<file path="config.mk">
export PLATFORM = sky130hd
export DESIGN_NAME = queue_bank
export DESIGN_NICKNAME = d
export VERILOG_FILES = /design/src/rtl/queue_bank.sv
export SDC_FILE = /design/constraint.sdc
export NUM_CORES = 1
export LEC_CHECK = 0
export ABC_CLOCK_PERIOD_IN_PS = 5200
export CAP_MARGIN = 20
export CELL_PAD_IN_SITES_DETAIL_PLACEMENT = 1
export CELL_PAD_IN_SITES_GLOBAL_PLACEMENT = 1
export CORE_MARGIN = 4
export CORE_UTILIZATION = 44
export DETAILED_ROUTE_END_ITERATION = 8
export DONT_BUFFER_PORTS = 1
export PLACE_DENSITY_LB_ADDON = 0.12
export SLEW_MARGIN = 20
export SYNTH_ARGS = -nofsm -noshare
export SYNTH_HDL_FRONTEND = slang
export SYNTH_SLANG_ARGS = --single-unit
</file>
<file path="constraint.sdc">
create_clock -name clock -period 5.2 [get_ports clock]
set_clock_uncertainty 0.1 [all_clocks]
set_input_delay 1.04 -clock clock [delete_from_list [all_inputs] [get_ports clock]]
set_output_delay 1.04 -clock clock [all_outputs]
set_load 0.03 [all_outputs]
</file>
<file path="src/rtl/queue_bank.sv">
// queue_bank: bank of NUMBER_OF_QUEUES independent FIFO queues feeding a
// fixed-priority selector. Producers push tagged entries into a chosen queue;
// the selector reads the per-queue empty vector and returns a queue id, and
// the bank dequeues one entry from that queue per cycle with a registered,
// one-cycle-latency output.
//
// Ports:
//   clock, reset          single clock, synchronous active-high reset
//   in_valid/in_queue/in_data, in_ready   push interface (accept on valid&&ready)
//   empty, full           per-queue status derived from registered counts only
//   pop, selection        dequeue request for the queue chosen by the selector
//   out_valid/out_data/out_queue          registered dequeue result
//   pop_miss_count        saturating count of pops aimed at an empty queue
module queue_bank #(
   parameter int NUMBER_OF_QUEUES = 4,
   parameter int QUEUE_DEPTH      = 8,
   parameter int DATA_WIDTH       = 32
) (
   input  logic                                clock,
   input  logic                                reset,
   input  logic                                in_valid,
   input  logic [$clog2(NUMBER_OF_QUEUES)-1:0] in_queue,
   input  logic [DATA_WIDTH-1:0]               in_data,
   output logic                                in_ready,
   output logic [NUMBER_OF_QUEUES-1:0]         empty,
   output logic [NUMBER_OF_QUEUES-1:0]         full,
   input  logic                                pop,
   input  logic [$clog2(NUMBER_OF_QUEUES)-1:0] selection,
   output logic                                out_valid,
   output logic [DATA_WIDTH-1:0]               out_data,
   output logic [$clog2(NUMBER_OF_QUEUES)-1:0] out_queue,
   output logic [15:0]                         pop_miss_count
);

   localparam int QW = $clog2(NUMBER_OF_QUEUES);
   localparam int PW = $clog2(QUEUE_DEPTH);
   localparam int CW = PW + 1;

   logic [DATA_WIDTH-1:0] storage_r [NUMBER_OF_QUEUES][QUEUE_DEPTH];
   logic [PW-1:0]         rd_ptr_r  [NUMBER_OF_QUEUES];
   logic [PW-1:0]         wr_ptr_r  [NUMBER_OF_QUEUES];
   logic [CW-1:0]         count_r   [NUMBER_OF_QUEUES];

   logic                  out_valid_r;
   logic [DATA_WIDTH-1:0] out_data_r;
   logic [QW-1:0]         out_queue_r;
   logic [15:0]           pop_miss_count_r;

   logic [NUMBER_OF_QUEUES-1:0] empty_s;
   logic [NUMBER_OF_QUEUES-1:0] full_s;
   logic                        in_ready_s;
   logic                        sel_empty_s;
   logic [DATA_WIDTH-1:0]       pop_data_s;
   logic                        push_ok_s;
   logic                        pop_hit_s;
   logic                        pop_miss_s;

   // Status flags come from registered counts only, so no input reaches them.
   always_comb begin
      empty_s = '0;
      full_s  = '0;
      for (int q = 0; q < NUMBER_OF_QUEUES; q++) begin
         empty_s[q] = (count_r[q] == CW'(0));
         full_s[q]  = (count_r[q] == CW'(QUEUE_DEPTH));
      end
   end

   // Decode the push target and pop selection by scanning the queues, so an
   // id beyond the last queue (non power-of-two bank) is refused / treated
   // as empty instead of indexing out of range.
   always_comb begin
      in_ready_s  = 1'b0;
      sel_empty_s = 1'b1;
      pop_data_s  = '0;
      for (int q = 0; q < NUMBER_OF_QUEUES; q++) begin
         if (in_queue == QW'(q)) begin
            in_ready_s = !full_s[q];
         end else begin
            in_ready_s = in_ready_s;
         end
         if (selection == QW'(q)) begin
            sel_empty_s = empty_s[q];
            pop_data_s  = storage_r[q][rd_ptr_r[q]];
         end else begin
            sel_empty_s = sel_empty_s;
            pop_data_s  = pop_data_s;
         end
      end
   end

   // Accepted push / pop qualifiers; anything presented during reset is ignored.
   always_comb begin
      push_ok_s  = in_valid && in_ready_s && !reset;
      pop_hit_s  = pop && !sel_empty_s && !reset;
      pop_miss_s = pop && sel_empty_s && !reset;
   end

   // Payload storage is deliberately not reset; only accepted pushes write it.
   always_ff @(posedge clock) begin
      if (push_ok_s) begin
         storage_r[in_queue][wr_ptr_r[in_queue]] <= in_data;
      end
   end

   // Per-queue pointers and occupancy. A same-queue push and pop cancel in
   // the count; the pop still reads the oldest entry at rd_ptr.
   always_ff @(posedge clock) begin
      if (reset) begin
         for (int q = 0; q < NUMBER_OF_QUEUES; q++) begin
            rd_ptr_r[q] <= '0;
            wr_ptr_r[q] <= '0;
            count_r[q]  <= '0;
         end
      end else begin
         for (int q = 0; q < NUMBER_OF_QUEUES; q++) begin
            case ({push_ok_s && (in_queue == QW'(q)), pop_hit_s && (selection == QW'(q))})
               2'b10: begin
                  wr_ptr_r[q] <= wr_ptr_r[q] + PW'(1);
                  count_r[q]  <= count_r[q] + CW'(1);
               end
               2'b01: begin
                  rd_ptr_r[q] <= rd_ptr_r[q] + PW'(1);
                  count_r[q]  <= count_r[q] - CW'(1);
               end
               2'b11: begin
                  wr_ptr_r[q] <= wr_ptr_r[q] + PW'(1);
                  rd_ptr_r[q] <= rd_ptr_r[q] + PW'(1);
               end
               default: begin
                  count_r[q] <= count_r[q];
               end
            endcase
         end
      end
   end

   // Registered dequeue result; data/queue id hold when nothing is popped.
   always_ff @(posedge clock) begin
      if (reset) begin
         out_valid_r <= 1'b0;
         out_data_r  <= '0;
         out_queue_r <= '0;
      end else begin
         out_valid_r <= pop_hit_s;
         if (pop_hit_s) begin
            out_data_r  <= pop_data_s;
            out_queue_r <= selection;
         end
      end
   end

   // Saturating miss counter for pops aimed at an empty queue.
   always_ff @(posedge clock) begin
      if (reset) begin
         pop_miss_count_r <= 16'h0000;
      end else if (pop_miss_s && (pop_miss_count_r != 16'hFFFF)) begin
         pop_miss_count_r <= pop_miss_count_r + 16'h0001;
      end
   end

   assign in_ready       = in_ready_s;
   assign empty          = empty_s;
   assign full           = full_s;
   assign out_valid      = out_valid_r;
   assign out_data       = out_data_r;
   assign out_queue      = out_queue_r;
   assign pop_miss_count = pop_miss_count_r;

endmodule
</file>
==> flow_summary.json <==
{
  "status": "finished, final reports clean",
  "power_frac_clock": 0.424,
  "grt_use_total": 0.228,
  "place.port_buffers": 0,
  "r2r-start": "count_r[3][0]$_DFFE_PP_",
  "layout.nets": 2364,
  "wirelength_mm": 117,
  "crit_buf_inv": 1,
  "rr_worst_depth": 7,
  "post-cts-setup-buffers": 0,
  "switching_power_mw": 4.01,
  "place.gp.congestion": 0.853,
  "rsz0062_at_grt": "false",
  "ys.warnings.count": 0,
  "drive_above_1_share": 0.198,
  "cts.clk_slew.worst_paths_ns": 0.06,
  "criticalPathCategory": "flop to primary output",
  "synth_edf_count": 1064,
  "reg2reg_setup_slack_ns": 1.55,
  "drcViolationCount": 0,
  "first_pass_iters": 5,
  "yosysTopAreaCell": "edfxtp_1",
  "setup_tns_ns": 0,
  "clk_path_buf_depth": 3,
  "cts_resized": 0,
  "die_h_microns": 321,
  "fp.dieArea_sq_mm": 0.103,
  "synth_area_leaders": "edfxtp_1 74%, mux4_2 8.4%, mux2i_1 4.6%, dfxtp_1 2.4%, o22ai_1 1.4%",
  "cp.depth": 4,
  "p_sw_frac": 0.212,
  "ys.flop_type": "edfxtp_1",
  "synth-seq-area-share": 0.766,
  "syn-cell-area_sq_mm": 0.0431,
  "ys_ff_latch": 1115,
  "fin_crit_sh": 0.724,
  "end_kind": "primary output",
  "slowest_delay_ns": 0.78,
  "cts_root_buf": "clkbuf_16",
  "layout_commonest_cell": "edfxtp_1",
  "hp-class": "primary input to flop",
  "ir_drop_uv": 272,
  "cts_tree": "done",
  "htreeDepth": 3,
  "numClockSinks": 1115,
  "slowest_stage": "or4b_2",
  "grt_start_max_net_pins": 47,
  "synth_top_area_frac": 0.742,
  "endpoint": "in_ready",
  "p_int_mw": 15.0,
  "layout_setup_ws_ns": 1.43,
  "hold_depth": 1,
  "crit_family": "simple AND/OR/NAND/NOR gates",
  "coreArea_sq_mm": 0.0969,
  "yosys.cell_types.count": 62,
  "syn-mean-instance-area_sq_um": 19.3,
  "required_ns": 4.06,
  "drtIter0Drc": 2248,
  "power_frac_comb": 0.044,
  "initial_utilization": 0.445,
  "fmax_mhz": 266,
  "min_period_ns": 3.77,
  "critPathArrivalTime_ns": 2.63,
  "power_leakage_nw": 15.6,
  "wire_per_inst_microns": 31.8,
  "clk_latency_ns": 0.69,
  "die_w_microns": 321,
  "grt_pass1_wl_mm": 169,
  "placed_cells": 3467,
  "syn-num-nets": 2280,
  "cts-hold-fix-buffers": 0,
  "hold_viol": 0,
  "cp_cell_sequence": "or4b_2 > o22ai_1 > nor3_1 > buf_4",
  "area_growth_pct": 13.7,
  "crit_fanout": 6,
  "io_pins": 100,
  "grt_pass1_vias": 23100,
  "rows": 114,
  "maxSlewViolCount": 0,
  "crit_start": "count_r[0][0]$_SDFFCE_PN0P_",
  "routed_via_density": 6.03,
  "synth_cells": 2226,
  "cts_buffers": 116,
  "drv_cap": 0,
  "async_flop_share": 0,
  "seqPwrFrac": 0.532,
  "slew_headroom": 0.209,
  "pre_cts_ws_ns": 1.45,
  "p_per_area_mw_per_mm2": 388,
  "vias": 22200,
  "ant_nets": 0,
  "critPathLaunchType": "flop",
  "setup_violations": 0,
  "r2r_end": "count_r[3][2]$_DFFE_PP_",
  "overflow": 0,
  "final_cell_mix": "1064 x edfxtp_1, 198 x mux2i_1, 160 x mux4_2",
  "grt_antenna_before_repair": 3,
  "tightest_slew_ns": 1.19,
  "dp_hpwl_mm": 74.4,
  "instances_no_fill": 3685
}
[registers in the layout, indices dropped and copies added (netlist names)]
name            flops
pop_miss_count     16
out_queue           2
wr_ptr_r           12
storage_r        1024
rd_ptr_r           12
out_data           32
count_r            16
out_valid           1
[synth_stat cells (all sizes together), types with 7 or more instances]
library cell  instances
a21o                 19
a21oi                29
a22oi                61
a31oi                30
and2                  8
buf                  46
clkbuf               79
dfxtp                51
edfxtp             1064
ha                   14
inv                  18
mux2i               198
mux4                160
nand2                40
nand2b                7
nand3                21
nand4                15
nor2                 62
nor2b                 9
nor3                 10
nor4                 36
o211a                10
o21ai                34
o22ai                99
or3                   9
or4                  10
xnor2                11
[layer usage]
metal	up-vias	global-route usage	share of wire
li1	9420	-	-
met1	12000	0.330	0.44
met5	-	0	0
met3	119	0.0530	0.075
met4	0	0.0518	0.017
met2	706	0.357	0.47
[power groups by stage]
stage / sequential [mW] / clock, mW / combinational [mW]
after floorplan: 10.2 / 0 / 0.559
after global placement: 10.3 / 0 / 0.812
after detailed placement: 10.3 / 0 / 0.826
after CTS: 10.1 / 8.26 / 0.829
after global routing: 10.1 / 8.68 / 0.883
final: 10.1 / 8.05 / 0.830
[worst reg2reg max path: stages, from the launching register on]
cell	delay [ns]
edfxtp_1	0.46
inv_1	0.10
ha_1	0.21
nor3b_2	0.71
o2bb2ai_1	0.41
o21ai_1	0.94
nand2_1	0.16
nand3_1	0.25
[kinds of logic after synthesis]
logic type / Yosys count / synth area share
muxes: 361 / 0.130
DFF: 1115 / 0.766
buffers and inverters: 143 / 0.0136
and+or+nand+nor: 262 / 0.0336
xor gates and xnor gates: 11 / 0.00224
adders and majority gates: 14 / 0.00407
AOI/OAI and AO/OA: 320 / 0.0506
[worst min-delay path by stage]
stage	end	from	slack (ns)
global route	pop_miss_count[15]$_SDFFE_PP0P_	reset	0.29
global placement	wr_ptr_r[2][0]$_SDFFCE_PN0P_	wr_ptr_r[2][0]$_SDFFCE_PN0P_	0.50
floorplan	wr_ptr_r[1][0]$_SDFFCE_PN0P_	wr_ptr_r[1][0]$_SDFFCE_PN0P_	0.46
CTS	pop_miss_count[8]$_SDFFE_PP0P_	reset	0.28
finish	out_queue[1]$_SDFFE_PP0N_	reset	0.34
detailed placement	wr_ptr_r[0][0]$_SDFFCE_PN0P_	wr_ptr_r[0][0]$_SDFFCE_PN0P_	0.51
[final cells by class]
cell class / instances / area [sq um]
Multi-Input combinational cell: 968 / 9820
Tap cell: 1276 / 1600
Fill cell: 8650 / 47900
Inverter: 18 / 70.1
Timing Repair Buffer: 91 / 803
Clock buffer: 156 / 3090
Clock inverter: 59 / 594
Sequential cell: 1115 / 33000
Antenna cell: 2 / 5.00
[metrics by stage]
step,cell area (sq um),hold slack (ns),util,power (mW)
2_1_floorplan,43100,0.456,-,10.8
3_3_place_gp,45200,0.500,0.467,11.1
3_5_place_dp,45200,0.509,0.467,11.1
4_1_cts,48900,0.283,0.505,19.2
5_1_grt,48900,0.289,0.505,19.7
6_report,49000,0.338,0.505,19.0
Note: power is estimated with default switching activity, not from simulation.
